[config.mk]
export PLATFORM = sky130hd
export DESIGN_NAME = alu_arbiter
export DESIGN_NICKNAME = d
export VERILOG_FILES = /design/src/rtl/alu_arb_pkg.sv /design/src/rtl/rr_picker.sv /design/src/rtl/alu_arbiter.sv
export SDC_FILE = /design/constraint.sdc
export NUM_CORES = 1
export LEC_CHECK = 0
export CORE_UTILIZATION = 37
export CTS_BUF_LIST = sky130_fd_sc_hd__clkbuf_4 sky130_fd_sc_hd__clkbuf_8 sky130_fd_sc_hd__clkbuf_16
export DETAILED_ROUTE_END_ITERATION = 16
export HOLD_SLACK_MARGIN = 0.08
export MAX_ROUTING_LAYER = met4
export PLACE_DENSITY_LB_ADDON = 0.15
export SLEW_MARGIN = 20
export SYNTH_ARGS = -nofsm -noshare
export SYNTH_HDL_FRONTEND = slang
export SYNTH_SLANG_ARGS = --single-unit
[constraint.sdc]
create_clock -name clk -period 2.7 [get_ports clk]
set_clock_uncertainty 0.2 [all_clocks]
set_input_delay 0.405 -clock clk [delete_from_list [all_inputs] [get_ports clk]]
set_output_delay 0.405 -clock clk [all_outputs]
set_load 0.01 [all_outputs]
[src/rtl/alu_arb_pkg.sv]
// Shared widths, FSM state type and ALU function codes for the ALU arbiter.
package alu_arb_pkg;

    localparam int unsigned OP_W  = 8;
    localparam int unsigned FN_W  = 3;
    localparam int unsigned RES_W = 16;

    typedef enum logic [1:0] {
        IDLE,
        ISSUE,
        WAIT,
        RESP
    } arb_state_t;

    localparam logic [FN_W-1:0] FN_ADD = 3'd0;
    localparam logic [FN_W-1:0] FN_SUB = 3'd1;
    localparam logic [FN_W-1:0] FN_AND = 3'd2;
    localparam logic [FN_W-1:0] FN_OR  = 3'd3;
    localparam logic [FN_W-1:0] FN_XOR = 3'd4;
    localparam logic [FN_W-1:0] FN_MUL = 3'd5;
    localparam logic [FN_W-1:0] FN_SHL = 3'd6;
    localparam logic [FN_W-1:0] FN_SHR = 3'd7;

endpackage

[src/rtl/rr_picker.sv]
// Combinational round-robin picker: first requester at or after rr_ptr, wrapping.
module rr_picker #(
    parameter int unsigned NUM_REQ = 4,
    parameter int unsigned IDX_W   = 2
) (
    input  logic [NUM_REQ-1:0] req,
    input  logic [IDX_W-1:0]   rr_ptr,
    output logic [NUM_REQ-1:0] grant,
    output logic [IDX_W-1:0]   index,
    output logic               any
);

    always_comb begin
        int unsigned cand;
        cand  = 0;
        grant = '0;
        index = '0;
        any   = 1'b0;
        for (int unsigned k = 0; k < NUM_REQ; k++) begin
            cand = (32'(rr_ptr) + k) % NUM_REQ;
            if (!any && req[cand[IDX_W-1:0]]) begin
                any   = 1'b1;
                index = cand[IDX_W-1:0];
                grant = NUM_REQ'(1) << cand[IDX_W-1:0];
            end
        end
    end

endmodule

[src/rtl/alu_arbiter.sv]
// Round-robin arbiter sharing one ALU among NUM_REQ requesters, one op in flight.
// Optional WAIT timeout enabled by defining ALU_ARB_TIMEOUT_EN.
module alu_arbiter
    import alu_arb_pkg::*;
#(
    parameter int unsigned NUM_REQ        = 4,
    parameter int unsigned TIMEOUT_CYCLES = 64
) (
    input  logic                    clk,
    input  logic                    rst,
    input  logic [NUM_REQ-1:0]      req_valid,
    input  logic [NUM_REQ*OP_W-1:0] req_op1,
    input  logic [NUM_REQ*OP_W-1:0] req_op2,
    input  logic [NUM_REQ*FN_W-1:0] req_fn,
    output logic [NUM_REQ-1:0]      req_ready,
    output logic [NUM_REQ-1:0]      rsp_valid,
    output logic [RES_W-1:0]        rsp_data,
    output logic                    rsp_err,
    output logic                    busy,
    output logic                    alu_enable,
    output logic [OP_W-1:0]         alu_op1,
    output logic [OP_W-1:0]         alu_op2,
    output logic [FN_W-1:0]         alu_fn,
    input  logic [RES_W-1:0]        alu_out,
    input  logic                    alu_valid
);

    localparam int unsigned IDX_W = $clog2(NUM_REQ);

    arb_state_t         state_q, state_d;
    logic [IDX_W-1:0]   rr_ptr_q, rr_ptr_d;
    logic [IDX_W-1:0]   idx_q, idx_d;
    logic [NUM_REQ-1:0] grant_q, grant_d;
    logic [OP_W-1:0]    op1_q, op1_d;
    logic [OP_W-1:0]    op2_q, op2_d;
    logic [FN_W-1:0]    fn_q, fn_d;
    logic [RES_W-1:0]   res_q, res_d;

    logic [NUM_REQ-1:0] pick_grant;
    logic [IDX_W-1:0]   pick_idx;
    logic               pick_any;
    logic               timeout;
    logic               op_live;

    rr_picker #(
        .NUM_REQ (NUM_REQ),
        .IDX_W   (IDX_W)
    ) u_picker (
        .req    (req_valid),
        .rr_ptr (rr_ptr_q),
        .grant  (pick_grant),
        .index  (pick_idx),
        .any    (pick_any)
    );

    always_comb begin
        state_d  = state_q;
        rr_ptr_d = rr_ptr_q;
        idx_d    = idx_q;
        grant_d  = grant_q;
        op1_d    = op1_q;
        op2_d    = op2_q;
        fn_d     = fn_q;
        res_d    = res_q;
        unique case (state_q)
            IDLE: begin
                if (pick_any) begin
                    idx_d   = pick_idx;
                    grant_d = pick_grant;
                    op1_d   = req_op1[pick_idx*OP_W +: OP_W];
                    op2_d   = req_op2[pick_idx*OP_W +: OP_W];
                    fn_d    = req_fn[pick_idx*FN_W +: FN_W];
                    state_d = ISSUE;
                end
            end
            ISSUE: state_d = WAIT;
            WAIT: begin
                // A result arriving on the timeout cycle still takes priority.
                if (alu_valid) begin
                    res_d   = alu_out;
                    state_d = RESP;
                end else if (timeout) begin
                    res_d   = '0;
                    state_d = RESP;
                end
            end
            RESP: begin
                rr_ptr_d = (32'(idx_q) == NUM_REQ - 1) ? '0 : idx_q + 1'b1;
                state_d  = IDLE;
            end
            default: state_d = IDLE;
        endcase
    end

    always_ff @(posedge clk or posedge rst) begin
        if (rst) begin
            state_q  <= IDLE;
            rr_ptr_q <= '0;
            idx_q    <= '0;
            grant_q  <= '0;
            op1_q    <= '0;
            op2_q    <= '0;
            fn_q     <= '0;
            res_q    <= '0;
        end else begin
            state_q  <= state_d;
            rr_ptr_q <= rr_ptr_d;
            idx_q    <= idx_d;
            grant_q  <= grant_d;
            op1_q    <= op1_d;
            op2_q    <= op2_d;
            fn_q     <= fn_d;
            res_q    <= res_d;
        end
    end

`ifdef ALU_ARB_TIMEOUT_EN
    localparam int unsigned CNT_W = $clog2(TIMEOUT_CYCLES + 1);

    logic [CNT_W-1:0] wait_cnt_q;
    logic             err_q;

    assign timeout = (wait_cnt_q == CNT_W'(TIMEOUT_CYCLES - 1));

    // WAIT is left only on alu_valid or timeout, so the last WAIT sample decides the error.
    always_ff @(posedge clk or posedge rst) begin
        if (rst) begin
            wait_cnt_q <= '0;
            err_q      <= 1'b0;
        end else if (state_q == WAIT) begin
            wait_cnt_q <= wait_cnt_q + 1'b1;
            err_q      <= ~alu_valid;
        end else begin
            wait_cnt_q <= '0;
        end
    end

    assign rsp_err = (state_q == RESP) & err_q;
`else
    assign timeout = 1'b0;
    assign rsp_err = 1'b0;
`endif

    assign op_live    = (state_q == ISSUE) || (state_q == WAIT);
    assign busy       = (state_q != IDLE);
    assign alu_enable = (state_q == ISSUE);
    assign req_ready  = alu_enable ? grant_q : '0;
    assign rsp_valid  = (state_q == RESP) ? grant_q : '0;
    assign rsp_data   = (state_q == RESP) ? res_q : '0;
    assign alu_op1    = op_live ? op1_q : '0;
    assign alu_op2    = op_live ? op2_q : '0;
    assign alu_fn     = op_live ? fn_q : '0;

endmodule

Word level (Yosys, flattened, before mapping):

Cells that the tools add are included.

* bits in registers: 45
* logic and storage cells: 72

* $add $sub $neg: 4
* multipliers: 1
* magnitude comparators: 4
* eq/ne operators: 6
* shift-type cells: 7
* mux-type cells: 30
* reduce and logical (&&, ||, !) cells: 12

Operators by type and width (count)
* variable part select 32 x 6 -> 8 bit: 2
* 2-to-1 mux 4 bit: 6
* 2-to-1 mux 16 bit: 1
* 2-to-1 mux 8 bit: 2
* left shift 1 x 2 -> 4 bit, first input constant: 4
* 2-to-1 mux 2 bit: 7
* less-than comparator 2 x 3 -> 1 bit, second input constant: 4
* variable part select 12 x 5 -> 3 bit: 1
* binary-select mux 1 bit (select 2 bit): 4
* 2-to-1 mux 1 bit: 8
* one-hot mux 2 bit (4 select lines): 1
* equality test 2 bit, second input constant: 3
* AND reduction 2 bit: 3
* adder 2 x 1 -> 2 bit, second input constant: 2
* adder 2 bit, second input constant: 2
* multiplier 2 x 2 -> 4 bit, second input constant: 1
* != test 2 bit, second input constant: 2
* logical AND 1 bit: 3
* logical NOT 1 bit: 3
* 2-to-1 mux 3 bit: 1
* equality test 2 x 1 -> 1 bit, second input constant: 1
* logical NOT 2 bit: 1
* nonzero test 2 bit: 1
* logical OR 1 bit: 1

Longest topological paths before layout:

* depth after elaboration: 14
* gate-level depth with buffers: 10
* mapped depth without buffers: 8

Hierarchy:

A second synthesis with hierarchy kept.

* cells, all modules: 293
* area total of the unflattened synthesis: 3079.2 µm²

By module, submodules not included
* alu_arbiter: times used 1, cells each 228, area an instance 2608.8 µm²
* rr_picker: times used 1, cells each 65, area an instance 470.5 µm²

Least setup slack after synthesis:

No wires, ideal clock.

* kind: register to register
* from: reg rr_ptr_q[0]
* to: reg op2_q[3]
* library setup time: 0.126 ns
* data arrival time: 2.707 ns
* required time: 2.374 ns
* slack: -0.333 ns
* cell stages (with the launch flop): 10
* buffers on the path: 1
* period minus slack after synthesis: 3.033 ns
* cell sequence: dfrtp_1 buf_6 inv_1 ha_1 mux4_2 and2b_1 o21ai_4 nand2_4 mux2_4 a221o_1

* longest elaborated chain between the ends: 13
* elaborated cells between the ends (all ways): 27

Ends and longest elaborated chain
* start: declaration: line alu_arbiter.sv:31 `logic [IDX_W-1:0] rr_ptr_q, rr_ptr_d;`
* start signal: assignment: line alu_arbiter.sv:107 `rr_ptr_q <= rr_ptr_d;`
* parallel branches: the longest is 13 deep, another holds adder 2 x 1 -> 2 bit
* end signal: assignment: line alu_arbiter.sv:111 `op2_q <= op2_d;`
* end: declaration: line alu_arbiter.sv:35 `logic [OP_W-1:0] op2_q, op2_d;`

Parallel ways; which one is timed is not known. The select of a mux whose other input is x is not followed.
A chain may end at the register's enable or synchronous reset.

Final worst setup path:

* from: reg state_q[0]
* to: out alu_op2[3]

* longest elaborated chain between the ends: 3
* elaborated cells between the ends (all ways): 4

Ends and longest elaborated chain
* start: declaration: line alu_arbiter.sv:30 `arb_state_t state_q, state_d;`
* start signal: assignment: line alu_arbiter.sv:106 `state_q <= state_d;`
* equality test 2 x 1 -> 1 bit / equality test 2 bit (equally long branches): line alu_arbiter.sv:144 `assign op_live = (state_q == ISSUE) || (state_q == WAIT);`
* logical OR 1 bit *: line alu_arbiter.sv:144
* 2-to-1 mux 8 bit *: line alu_arbiter.sv:151 `assign alu_op2 = op_live ? op2_q : '0;`
* end: declaration: line alu_arbiter.sv:22 `output logic [OP_W-1:0] alu_op2,`

Mark *: on every way between the ends. The rest lies on a longest branch, timed or not.

==> results.toml <==
[grt]
antenna_found_initial = 0
grt_pass1_vias = 2881
grt_first_pass_wirelength_um = 13800
grt_usage_pct = 21.6
overflow = 0
grt_max_degree = 32

[timing]
hold_viol_final = 0
min_period_over_period_pct = 96.8
period_minus_slack_ns = 2.61
holdWs_ns = 0.289
max-slew-margin-rel_pct = 53.4
drv_slew = 0
finalWorstSetupSlack_ns = 0.0859
max_freq_mhz = 383
tightest_slew_ns = 0.697
setup_viol = 0

[detailed_routing]
drt_iter0_markers = 75
drt_wl_total_um = 8440
vias_per_cell = 5.09
ant_nets = 0
post_drt_wl_per_cell_um = 15.3
vias = 2803
firstDrtPassIters = 4
drcViolationCount = 0

[floorplan]
die_w_um = 91.3
row_count = 32
core_mm2 = 0.00773
die_area_mm2 = 0.00833
start_util_pct = 38.2
boundaryPins = 145
fp.dieH_um = 91.3

[pwr]
p_int_mw = 3.06
power.combinational.fraction_pct = 68.3
p_per_area_mw_per_mm2 = 1060
clkPwrFrac_pct = 8.6
p_leak_nw = 2.07
p_sw_share_pct = 40.0
peakVddDrop_mv = 0.464
power.switching_mw = 2.04
p_seq_share_pct = 23.1

[synthesis]
yosysWarningCount = 0
synth_nets = 398
synth_cell_type_count = 39
synth_enable_flop_cells = 0
ys_seq_area_share_pct = 38.2
ys_async_sr_fraction_pct = 100
synth_flop_cell = "dfrtp_1"
synth_area_leaders = "dfrtp_1 38%, and2_1 9.3%, mux2i_1 7.1%, mux2_2 6.5%, ha_1 5.9%"
yosysTopAreaCellShare_pct = 38.2
syn-cell-area_mm2 = 0.00295
avgSynthCellArea_um2 = 10.4
post-synth-top-area-cell = "dfrtp_1"
syn_inst = 285
synth-seq-cells = 45

[placement]
post-place-cells = 542
port-buffer-count = 143
pre_cts_ws_ns = -0.215
hpwl_um = 6380
place_congestion = 0.788

[layout]
drive_gt1_share_pct = 15.8
instances_no_fill = 551
final_nets = 561
areaGrowthSynthToFinish_pct = 63.0
final_common_cell = "clkdlybuf4s50_1"
antennaDiodeCount = 0
final_cell_mix = "142 x clkdlybuf4s50_1, 44 x and2_1, 44 x dfrtp_1"

[critical_path]
max_stage_delay_ns = 0.56
critPathKind = "reg2out"
path_cells = "inv_1 -> ha_1 -> buf_6 -> and2_1 -> clkdlybuf4s50_1"
required_ns = 2.10
critPathSlowestCell = "clkdlybuf4s50_1"
worst_path_dominant_cell_family = "buffers and inverters"
start_kind = "register"
end_kind = "primary output"
cp_num_buf_inv = 3
cp.arrival_ns = 2.01
worstPathMaxFanout = 19

[min_path]
holdCritPathClass = "reg2reg"

[clocking]
clock_path_buffers = 2
cts_tree = "done"
cts_buffers = 5
clk_latency_ns = 0.30
htreeDepth = 2
clock-root-buffer = "clkbuf_8"
cts_hold_buf = 0
cts.clk_slew.worst_paths_ns = 0.09
cts.sinks = 45

[outcome]
status = "finished clean"

[run]
drv_cap = 0
[cells by family (layout without fill, tap and decap cells)]
logic type | count (synthesis) | in the layout | share of synthesized area [%]
buf+inv | 44 | 208 | 6.32
compound gates | 65 | 65 | 18.1
fa+ha+maj | 14 | 14 | 5.94
flops | 45 | 45 | 38.2
other cells | 1 | 1 | 0.127
simple gates | 73 | 73 | 14.2
mux | 43 | 43 | 17.2
[synth_stat cells, types with 2 or more instances]
cell	n
ha_1	14
a221oi_1	4
nor2_1	6
dfrtp_1	45
a22oi_1	4
o21ai_0	7
o221ai_1	18
mux2_2	17
and2_1	44
mux4_2	4
nand3_1	2
clkbuf_1	13
mux2i_1	21
a32oi_1	18
buf_4	3
inv_1	25
a21o_1	2
buf_2	2
nand2_1	10
nor3_1	4
a21oi_1	4
[path summary, 6_finish.rpt]
kind                       slack (ns)  cells after the start         from          end
min                              0.29                      2   grant_q[1]   grant_q[1]
min in group asynchronous        0.32                      2          rst     op1_q[4]
max                              0.09                      5   state_q[0]   alu_op2[3]
max reg2reg                      0.11                      8  rr_ptr_q[0]     op1_q[7]
max in group asynchronous        1.38                      3          rst  rr_ptr_q[0]
min reg2reg                      0.29                      2   grant_q[1]   grant_q[1]
[layer usage]
layer / track usage, % / up-vias / part of all wire, %
li1: - / 1369 / -
met1: 24.7 / 1317 / 42
met2: 37.9 / 106 / 51
met3: 4.02 / 11 / 6.1
met4: 7.67 / 0 / 1.5
met5: - / - / 0
[worst reg2reg max path: stages, from the launching register on]
cell      delay (ns)
dfrtp_2         0.37
buf_4           0.24
mux4_2          0.59
and2b_2         0.28
o21ai_4         0.07
nand2_4         0.09
buf_4           0.27
mux2i_1         0.23
o221ai_1        0.14
[cell type report]
class / instances / area (µm²)
clock inverters: 3 / 25.0
repair buffers: 175 / 1710
flip-flops and latches: 45 / 1130
inverters: 25 / 93.8
fillers: 657 / 2920
well taps: 102 / 128
multi-input cells: 196 / 1660
clock buffers: 5 / 68.8
[metrics by stage]
step	cell area [µm²]	setup TNS (ns)	util, %	total power, mW
CTS	4790	0	62.0	5.10
global route	4810	-0.00412	62.2	5.49
finish	4810	0	62.2	5.10
global placement	4700	-1.98	60.8	4.57
floorplan	2970	-1.20	-	3.18
detailed placement	4700	-3.37	60.8	4.65
[power groups by stage]
stage,Combinational (mW),Clock [mW],Sequential [mW]
floorplan,2.02,0,1.16
global placement,3.40,0,1.17
detailed placement,3.46,0,1.19
CTS,3.47,0.455,1.18
global route,3.79,0.481,1.22
finish,3.48,0.440,1.18
[sequential cells by signal, summed over array words and instances (netlist names)]
signal	flops
idx_q	2
res_q	16
op2_q	8
grant_q	4
state_q	2
op1_q	8
fn_q	3
rr_ptr_q	2
[what timing repair did]
action                     CTS  global route
setup endpoints to repair    0            20
resized for setup            0             3
setup buffers                0             1
Power figures use the tool's default switching activity.
